--- src/rtl/clk_sel_ctrl.sv ---
// Control FSM for a glitchless clock mux. It arbitrates software switch requests
// and autonomous failover, then holds busy while the mux handover settles.
module clk_sel_ctrl #(
  parameter int SETTLE_CYCLES = 8
) (
  input  logic clk,
  input  logic rst,
  input  logic req_valid,
  input  logic req_sel,
  output logic req_ready,
  input  logic clk1_ok,
  input  logic clk2_ok,
  output logic sel,
  output logic busy,
  output logic done,
  output logic err,
  output logic failover
);

  localparam int CW = $clog2(SETTLE_CYCLES + 1);
  localparam logic [CW-1:0] SETTLE_LOAD = CW'(SETTLE_CYCLES - 1);
  localparam logic [CW-1:0] CNT_ONE     = CW'(1);

  typedef enum logic {IDLE, SETTLE} state_t;

  state_t        state_q, state_d;
  logic          sel_q, sel_d;
  logic [CW-1:0] cnt_q, cnt_d;
  logic          from_req_q, from_req_d;
  logic          done_q, done_d;
  logic          err_q, err_d;
  logic          failover_q, failover_d;

  logic cur_ok, oth_ok, tgt_ok, fail_cond, accept;

  always_comb begin
    cur_ok    = sel_q ? clk2_ok : clk1_ok;
    oth_ok    = sel_q ? clk1_ok : clk2_ok;
    tgt_ok    = req_sel ? clk2_ok : clk1_ok;
    fail_cond = (state_q == IDLE) && !cur_ok && oth_ok;
    req_ready = (state_q == IDLE) && !fail_cond && !rst;
    accept    = req_valid && req_ready;

    state_d    = state_q;
    sel_d      = sel_q;
    cnt_d      = cnt_q;
    from_req_d = from_req_q;
    done_d     = 1'b0;
    err_d      = 1'b0;
    failover_d = 1'b0;

    unique case (state_q)
      IDLE: begin
        // Failover outranks a pending request; the request simply waits.
        if (fail_cond) begin
          sel_d      = ~sel_q;
          cnt_d      = SETTLE_LOAD;
          state_d    = SETTLE;
          from_req_d = 1'b0;
          failover_d = 1'b1;
        end else if (accept) begin
          if (req_sel == sel_q) begin
            done_d = 1'b1;
          end else if (!tgt_ok) begin
            err_d = 1'b1;
          end else begin
            sel_d      = req_sel;
            cnt_d      = SETTLE_LOAD;
            state_d    = SETTLE;
            from_req_d = 1'b1;
          end
        end
      end
      SETTLE: begin
        if (cnt_q == '0) begin
          state_d = IDLE;
          done_d  = from_req_q;
        end else begin
          cnt_d = cnt_q - CNT_ONE;
        end
      end
      default: state_d = IDLE;
    endcase
  end

  always_ff @(posedge clk) begin
    if (rst) begin
      state_q    <= IDLE;
      sel_q      <= 1'b0;
      cnt_q      <= '0;
      from_req_q <= 1'b0;
      done_q     <= 1'b0;
      err_q      <= 1'b0;
      failover_q <= 1'b0;
    end else begin
      state_q    <= state_d;
      sel_q      <= sel_d;
      cnt_q      <= cnt_d;
      from_req_q <= from_req_d;
      done_q     <= done_d;
      err_q      <= err_d;
      failover_q <= failover_d;
    end
  end

  assign sel      = sel_q;
  assign busy     = (state_q == SETTLE);
  assign done     = done_q;
  assign err      = err_q;
  assign failover = failover_q;

endmodule

--- config.mk ---
export PLATFORM = sky130hd
export DESIGN_NAME = clk_sel_ctrl
export DESIGN_NICKNAME = d
export VERILOG_FILES = /design/src/rtl/clk_sel_ctrl.sv
export SDC_FILE = /design/constraint.sdc
export NUM_CORES = 1
export LEC_CHECK = 0
export ABC_AREA = 1
export BUFFER_PORTS_ARGS = -buffer_cell sky130_fd_sc_hd__buf_2
export CELL_PAD_IN_SITES_DETAIL_PLACEMENT = 1
export CELL_PAD_IN_SITES_GLOBAL_PLACEMENT = 2
export CORE_MARGIN = 5
export CORE_UTILIZATION = 29
export CTS_BUF_LIST = sky130_fd_sc_hd__clkbuf_8 sky130_fd_sc_hd__clkbuf_16
export DETAILED_ROUTE_END_ITERATION = 7
export PLACE_DENSITY = 0.87
export SLEW_MARGIN = 20
export SYNTH_ARGS = -nofsm -noshare
export SYNTH_HDL_FRONTEND = slang
export SYNTH_SLANG_ARGS = --single-unit
--- constraint.sdc ---
create_clock -name clk -period 2.8 [get_ports clk]
set_input_delay 0.28 -clock clk [delete_from_list [all_inputs] [get_ports clk]]
set_output_delay 0.28 -clock clk [all_outputs]
set_load 0.01 [all_outputs]
==> results of run 1 <==
==> tightest hold or removal path, stage by stage <==
cell	delay, ns
buf_2	0.11
nand2_1	0.06
nor3_1	0.04
==> flip-flops by register name, indices dropped and copies added (netlist names) <==
register    flops
err             1
from_req_q      1
cnt_q           4
done            1
failover        1
busy            1
sel             1
==> path summary, 6_finish.rpt <==
check,from,endpoint,depth (start not counted),slack (ns)
setup reg to reg,cnt_q[0],cnt_q[3],8,1.48
setup / recovery,busy,req_ready,5,1.23
hold / removal,req_valid,err,3,0.30
hold reg to reg,from_req_q,from_req_q,2,0.47
==> cells by family (layout without fill, tap and decap cells) <==
logic type,Yosys count,after routing
compound gates,13,13
xor+xnor,2,2
fa+ha+maj,1,1
buf+inv,13,26
flops,10,10
simple gates,34,34
==> per-stage QoR <==
step | utilization | worst slack, ns | cell area [um^2]
detailed placement | 0.3507 | 1.477 | 605.6
global route | 0.3746 | 1.095 | 646.9
CTS | 0.3746 | 1.203 | 646.9
floorplan | - | 1.616 | 523.0
global placement | 0.3507 | 1.475 | 605.6
finish | 0.3746 | 1.228 | 646.9
==> cells in the final DEF, fill, tap and decap left out, types with 2 or more instances in the layout <==
cell and instances:
a21oi_1 8, buf_2 11, clkbuf_8 3, dfxtp_1 10, inv_1 11, nand2_1 18
nand3_1 5, nand3_2 2, nand4_1 2, nor2_1 2, o21ai_0 3
==> power by group <==
group / total, mW / internal (mW) / switching, mW
Combinational: 0.120 / 0.0442 / 0.0762
Clock: 0.149 / 0.0940 / 0.0546
Sequential: 0.169 / 0.160 / 0.00923
==> metal layers <==
metal,routed length (um),vias to the layer above,share of wire,global-route usage
li1,-,266,-,-
met1,590,237,0.48,0.1360
met2,522,14,0.43,0.1653
met3,70,6,0.057,0.05128
met4,36,0,0.030,0.05106
met5,0,-,0,0
==> final cells by class <==
cell class,instances,area share
Timing Repair Buffer,11,0.08511
Sequential cell,10,0.3095
Multi-Input combinational cell,50,0.4236
Tap cell,25,0.04836
Clock buffer,3,0.06383
Inverter,12,0.06963
==> metrics.txt, run 1 <==
count of final hold-check violations=0; Synth Area in XOR/XNOR=0.03349; Critical Path RT=2.52 ns; initial antenna violation count=0; Die Y=52.47 um; CTS HTree Levels=1; Syn Inst Count=73; antenna cell count=0; first-pass GRT wire length=2228 um; Hold WC Path Type=input port to flop; Yosys top cell by area=dfxtp_1; Tot Pwr=0.4379 mW; io pins=12; vias in the first global route=519; Syn Std Cell Area=523.0 um^2; antenna viol nets, final=0; Fillers=236; CP max stage delay=0.45 ns; multi-input logic area=274.0 um^2; Max stage delay cell, worst path=dfxtp_1; CP bufs+invs=2; RSZ-0062 raised after global routing=no; largest net degree at the start of global routing=9; DR pass1 iterations=2; CTS root buf=clkbuf_8; proportion of layout cells with a drive suffix above 1=0.2442; Least-Margin Pin Slew=0.3361 ns; Synth top area share=0.3828; critical path launch point type=flop; Synth area leaders=dfxtp_1 38%, nand2_1 13%, inv_1 7.9%, a21oi_1 7.7%, nand3_1 4.8%; total of warnings raised by yosys=0; crit-path cells=inv_2 > nand3_4 > nand2_2 > nor2_2 > buf_2; Syn Nets=80; Clock Skew=0.002948 ns; Seq/Total Area, Yosys=0.3828; post-CTS repair timing setup buffer count=0; crit end category=output port; Rows=15; DR iter-0 viols=5; Clock Path Buffers=2; Post-synth top cells=18 x nand2_1, 11 x inv_1, 10 x dfxtp_1; P&R area growth vs syn=23.68%; post-synthesis adder-cell area fraction=0.02392; synthesis-stage register bit count=10; min Tclk post-route=1.572 ns; DR vias/cell=4.712; PostCTS Resize Cnt=0; Initial Utilization=0.3029; Final setup viols=0; ys flop type=dfxtp_1; via count=523; clock sinks=10; Top delay family on crit path=flip-flops; critical path start-end classification=flop to output port; drc violations=0; Final GP Congestion=0.7417; Non-Filler Instances=111; grt total ovfl=0; CTS clock-pin slew for the worst setup and hold paths=0.05 ns; TritonCTS clock tree=done; worst vdd ir=0.2681 mV; WP data arrival=1.29 ns; Final Cycle Share=0.5615; wire per inst=10.98 um; clk_lat worst skew=0.24 ns; Post-Synth Simple-Gate Area=0.3325; Fmax=0.6361 GHz; max-slew violation count=0; Max Cap Violations=0; DRT Wirelength=1219 um; total die area=2753 um^2; Pleak=0.3027 nW; number of synthesized flops with an enable pin=0; pwr dens=677.0 nW/um^2; count leader, synth=nand2_1; Buffers on Ports=11; chip width=52.47 um; Post-Route Setup TNS=0 ns; status=finished, final reports clean; CP Max Fanout=8; fin nets=95; worst relative slew slack=0.7743; # placed instances=108; Distinct cells, synth=21; DP Wirelength=954.4 um; mux contribution to synthesized area=0; Core ar.=1727 um^2; FF/Latch Area=200.2 um^2; average size of a mapped cell=7.164 um^2; hold_ws=0.2991 ns; largest family of logic cells by synthesized area=simple AND/OR/NAND/NOR gates; post-synthesis compound-gate area fraction=0.1340; asr flop ratio synth=0; hold-fix buffer count after cts=0; Total GRT Usage=0.1116; total CTS buffers=3
(Power assumes the default switching activity.)
==> inputs of run 2 (changes only) <==
- CORE_UTILIZATION: 29 -> 27
- PLACE_DENSITY: 0.87 -> 0.82
- clock period: 2.8 -> 1.5 ns (I/O delays scaled with it)
==> run 2 against run 1 <==
  * Die area increased by 6.0%
  * Total power increased by 110%
  * Count of clock-buffer cells in the layout increased by 1
  * Final area increased by 5.2%
  * Non-clock buffer count unchanged
  * Sequential cell count unchanged
  * Clock power increased by 130%
  * Final cell count increased by 2.7%
  * Via count decreased by 0.19%
  * Critical path depth increased by 3
  * Largest cell class unchanged
  * Largest power group is now clock
  * Highest routed layer unchanged
==> metrics.txt, run 2 (synthesis gave the netlist of run 1 again) <==
Place WS=0.1640 ns (-1.313 ns); antenna viol nets, final=0 (unchanged); commonest cells after routing, fill and taps aside=18 x nand2_1, 11 x inv_1, 11 x buf_2, 8 x a21oi_1, 8 x dfxtp_1; clk_lat worst skew=0.24 ns (about the same); pwr dens=1341 nW/um^2 (+98%); proportion of layout cells with a drive suffix above 1=0.2989 (+0.05466); DR iter-0 viols=2 (-3); antenna cell count=0 (unchanged); Non-Filler Instances=114 (+2.7%); clock sinks=10 (unchanged); CTS clock-pin slew for the worst setup and hold paths=0.05 ns (about the same); via count=522 (-0.19%); Biggest register=cnt_q; grt total ovfl=0 (unchanged); wire per inst=12.32 um (+12%); Max Cap Violations=0 (unchanged); count of final hold-check violations=0 (unchanged); worst vdd ir=0.5390 mV (+100%); Core ar.=1902 um^2 (+10%); PostCTS Resize Cnt=0 (unchanged); largest net degree at the start of global routing=9 (unchanged); Final Cycle Share=0.9220; P&R area growth vs syn=30.14%; DP Wirelength=1012 um (+6.0%); chip width=54.01 um (+2.9%); Hold WC Path Type=input port to flop; total die area=2917 um^2 (+6.0%); io pins=12 (unchanged); post-CTS repair timing setup buffer count=0 (unchanged); critical path launch point type=flop; worst setup margin=0.1171 ns (-1.111 ns); worst relative slew slack=0.7384 (-0.03586); DR pass1 iterations=3 (+1); min Tclk post-route=1.383 ns; hold_ws=0.1602 ns (-0.1388 ns); Final GP Congestion=0.8022 (+8.2%); FF/Latch Area=202.7 um^2 (+1.2%); Critical Path RT=1.67 ns (-0.85 ns); initial antenna violation count=0 (unchanged); status=finished, final reports clean; Tot Pwr=0.9128 mW (+110%); Fillers=248 (+5.1%); Die Y=54.01 um (+2.9%); max reg flops=4 (unchanged); Rows=16 (+1); crit end category=flop; Final setup viols=0 (unchanged); first-pass GRT wire length=2421 um (+8.7%); TritonCTS clock tree=done; Total GRT Usage=0.1164 (+0.004736); WP data arrival=1.55 ns (+0.26 ns); CTS root buf=clkbuf_8; Buffers on Ports=11 (unchanged); vias in the first global route=567 (+9.2%); max-slew violation count=0 (unchanged); CP Max Fanout=4 (-4); hold-fix buffer count after cts=0 (unchanged); DRT Wirelength=1405 um (+15%); Initial Utilization=0.2750 (-0.02790); critical path start-end classification=flop to flop; CTS HTree Levels=1 (unchanged); # placed instances=110 (+1.9%); total CTS buffers=3 (unchanged); drc violations=0 (unchanged); fin nets=95 (unchanged); multi-input logic area=289.0 um^2 (+5.5%); DR vias/cell=4.579 (-2.8%); Fmax=0.7231 GHz; most common cell after layout, fill and taps aside=nand2_1; Clock Skew=0.0009705 ns (-0.001978 ns); Clock Path Buffers=2 (unchanged); Pleak=0.3116 nW (+2.9%); Least-Margin Pin Slew=0.3890 ns (+0.05289 ns)
==> run 2: path summary, 6_finish.rpt <==
path | to | startpoint | slack (ns) | depth (start not counted)
hold reg to reg | cnt_q[3] | cnt_q[3] | 0.46 | 2
hold / removal | err | req_valid | 0.16 | 3
setup reg to reg | sel | cnt_q[0] | 0.12 | 8
setup / recovery | sel | cnt_q[0] | 0.12 | 8
==> run 2: power by group <==
part	switching, mW	internal [mW]	leakage (nW)
Combinational	0.161	0.0888	0.200
Sequential	0.0173	0.299	0.0826
Clock	0.115	0.232	0.0288
==> run 2: cell type report <==
cell class	instances	share of cell area
multi-input cells	50	0.4246
repair buffers	11	0.08088
flip-flops and latches	10	0.2978
clock buffers	4	0.08088
well taps	27	0.04963
inverters	12	0.06618
==> run 2: worst max-delay path, cell delays in order, from the launching register on <==
cell and delay [ns]:
dfxtp_1 0.29, inv_1 0.11, ha_2 0.21, nand3_1 0.11, nand2_1 0.13, nand3_2 0.16, nand3_2 0.13, nand2_1 0.05
a21oi_1 0.12
==> run 2: stage by stage <==
stage / utilization / instance area [um^2] / setup TNS (ns)
6_report: 0.3579 / 680.7 / 0
5_1_grt: 0.3579 / 680.7 / -0.01298
4_1_cts: 0.3487 / 663.1 / 0
3_5_place_dp: 0.3197 / 608.1 / 0
3_3_place_gp: 0.3197 / 608.1 / 0
2_1_floorplan: - / 523.0 / 0
==> run 2: layer usage <==
metal / global-route usage / share of wire
met4: 0.08714 / 0.037
met2: 0.1855 / 0.46
met1: 0.1334 / 0.46
met5: 0 / 0
met3: 0.02770 / 0.046
==> inputs of run 3 (changes only) <==
- PLACE_DENSITY: 0.82 -> not set
- PLACE_DENSITY_LB_ADDON: not set -> 0.1
==> run 3 against run 2 <==
  * Wire length decreased by 14%
  * First-iteration DRC count increased to 3.0 times the previous value
  * Sequential share of layout area increased by 0.54 points
  * Combinational power decreased by 11%
  * Count of clock-buffer cells in the layout unchanged
  * Critical endpoint is now req_ready
==> metrics.txt, run 3 (synthesis gave the netlist of run 1 again) <==
clk_lat worst skew=0.24 ns (about the same); Final GP Congestion=0.7397 (-7.8%); Non-Filler Instances=114 (unchanged); proportion of layout cells with a drive suffix above 1=0.2644 (-0.03448); max-slew violation count=0 (unchanged); # placed instances=110 (unchanged); Pleak=0.3103 nW (-0.40%); hold-fix buffer count after cts=0 (unchanged); RSZ-0062 raised after global routing=no; Hold Path Sink=err; TritonCTS clock tree=done; io pins=12 (unchanged); min Tclk post-route=1.399 ns (+0.01604 ns); grt total ovfl=0 (unchanged); Least-Margin Pin Slew=0.3493 ns (-0.03973 ns); PostCTS Resize Cnt=0 (unchanged); Reg2Reg Depth=8 (unchanged); CTS HTree Levels=1 (unchanged); met2 Use GR=0.1613 (-0.02419); max reg flops=4 (unchanged); Final Cycle Share=0.9327 (+0.01070); pwr dens=1317 nW/um^2 (-1.8%); P&R area growth vs syn=27.03%; Fillers=237 (-4.4%); Fmax=0.7148 GHz (-1.1%); commonest cells after routing, fill and taps aside=18 x nand2_1, 11 x inv_1, 11 x buf_2, 9 x dfxtp_1, 8 x a21oi_1; largest net degree at the start of global routing=9 (unchanged); DRT Wirelength=1207 um (-14%); drc violations=0 (unchanged); critical path launch point type=flop; Rows=16 (unchanged); Post-Route Setup TNS=0 ns (unchanged); GR Layer Usage met3=0.04155 (+0.01385); DR vias/cell=4.421 (-3.4%); initial antenna violation count=0 (unchanged); post-CTS repair timing setup buffer count=0 (unchanged); wire per inst=10.59 um (-14%); antenna cell count=0 (unchanged); Max Cap Violations=0 (unchanged); most common cell after layout, fill and taps aside=nand2_1; count of final hold-check violations=0 (unchanged); chip width=54.01 um (unchanged); Hold Path Stages=3 (unchanged); fin nets=95 (unchanged); Clock Skew=0.001229 ns (+0.0002586 ns); share of the core filled with cells=0.3493 (-0.008553); Clock Path Buffers=2 (unchanged); Hold WC Path Type=input port to flop; DR iter-0 viols=6 (+4); worst vdd ir=0.5294 mV (-1.8%); Die Y=54.01 um (unchanged); CTS clock-pin slew for the worst setup and hold paths=0.05 ns (about the same); Hold Path Origin=req_valid; Biggest register=cnt_q; crit end category=output port; Critical Path RT=1.35 ns (-0.32 ns); Initial Utilization=0.2750 (unchanged); critical path start-end classification=flop to output port; total CTS buffers=3 (unchanged); r2r startpoint=cnt_q[0]; first-pass GRT wire length=2042 um (-16%); total die area=2917 um^2 (unchanged); status=finished, final reports clean; via count=504 (-3.4%); Final setup viols=0 (unchanged); met1 GRT Util=0.1115 (-0.02197); reg-to-reg endpoint=cnt_q[3]; WP data arrival=1.25 ns (-0.30 ns); Buffers on Ports=11 (unchanged); DR pass1 iterations=2 (-1); CTS root buf=clkbuf_8; Total GRT Usage=0.1031 (-0.01330); worst relative slew slack=0.7655 (+0.02703); Tot Pwr=0.8753 mW (-4.1%); busiest grt layer=met2; hold_ws=0.1597 ns (-0.0004940 ns); antenna viol nets, final=0 (unchanged); DP Wirelength=1004 um (-0.78%); CP Max Fanout=8 (+4); vias in the first global route=476 (-16%); Core ar.=1902 um^2 (unchanged); clock sinks=10 (unchanged); flop2flop setup slack=0.21 ns (+0.09 ns)
-- run 3: report_power, final --
group	internal, mW	switching (mW)	total [mW]	leakage (nW)
logic	0.0827	0.141	0.223	0.199
clock network	0.231	0.106	0.337	0.0288
registers	0.299	0.0163	0.315	0.0822
total	0.612	0.263	0.875	0.310
-- run 3: cell type report --
cell class              count  area [um^2]  share of cell area
well taps                  27        33.78             0.05085
clock buffers               4        55.05             0.08286
inverters                  12        45.04             0.06780
multi-input cells          50        274.0              0.4124
flip-flops and latches     10        201.4              0.3032
repair buffers             11        55.05             0.08286
-- run 3: metal layers --
metal  vias to the layer above  routed length, um
li1                        264                  -
met1                       228                532
met2                         9                576
met3                         3                 71
met4                         0                 25
met5                         -                  0
-- run 3: how the worst max path moves through the flow --
stage | startpoint | end | slack (ns) | depth (start not counted)
2_1_floorplan | sel | cnt_q[3] | 0.32 | 7
3_3_place_gp | sel | cnt_q[3] | 0.19 | 7
3_5_place_dp | cnt_q[0] | cnt_q[3] | 0.20 | 8
4_1_cts | busy | req_ready | 0.01 | 5
5_1_grt | sel | req_ready | 0.008 | 5
6_report | sel | req_ready | 0.10 | 6
-- run 3: critical path, stage by stage, from the launching register on --
cell     delay, ns
dfxtp_1       0.40
inv_1         0.08
nand2_1       0.11
nand3_4       0.13
nand2_2       0.10
nor2_2        0.05
buf_2         0.14
-- run 3: through the flow --
stage | cell area, um^2 | setup slack, ns
after floorplan | 523.0 | 0.3159
after global placement | 608.1 | 0.1948
after detailed placement | 608.1 | 0.2005
after CTS | 663.1 | 0.01224
after global routing | 664.4 | 0.008332
final | 664.4 | 0.1010
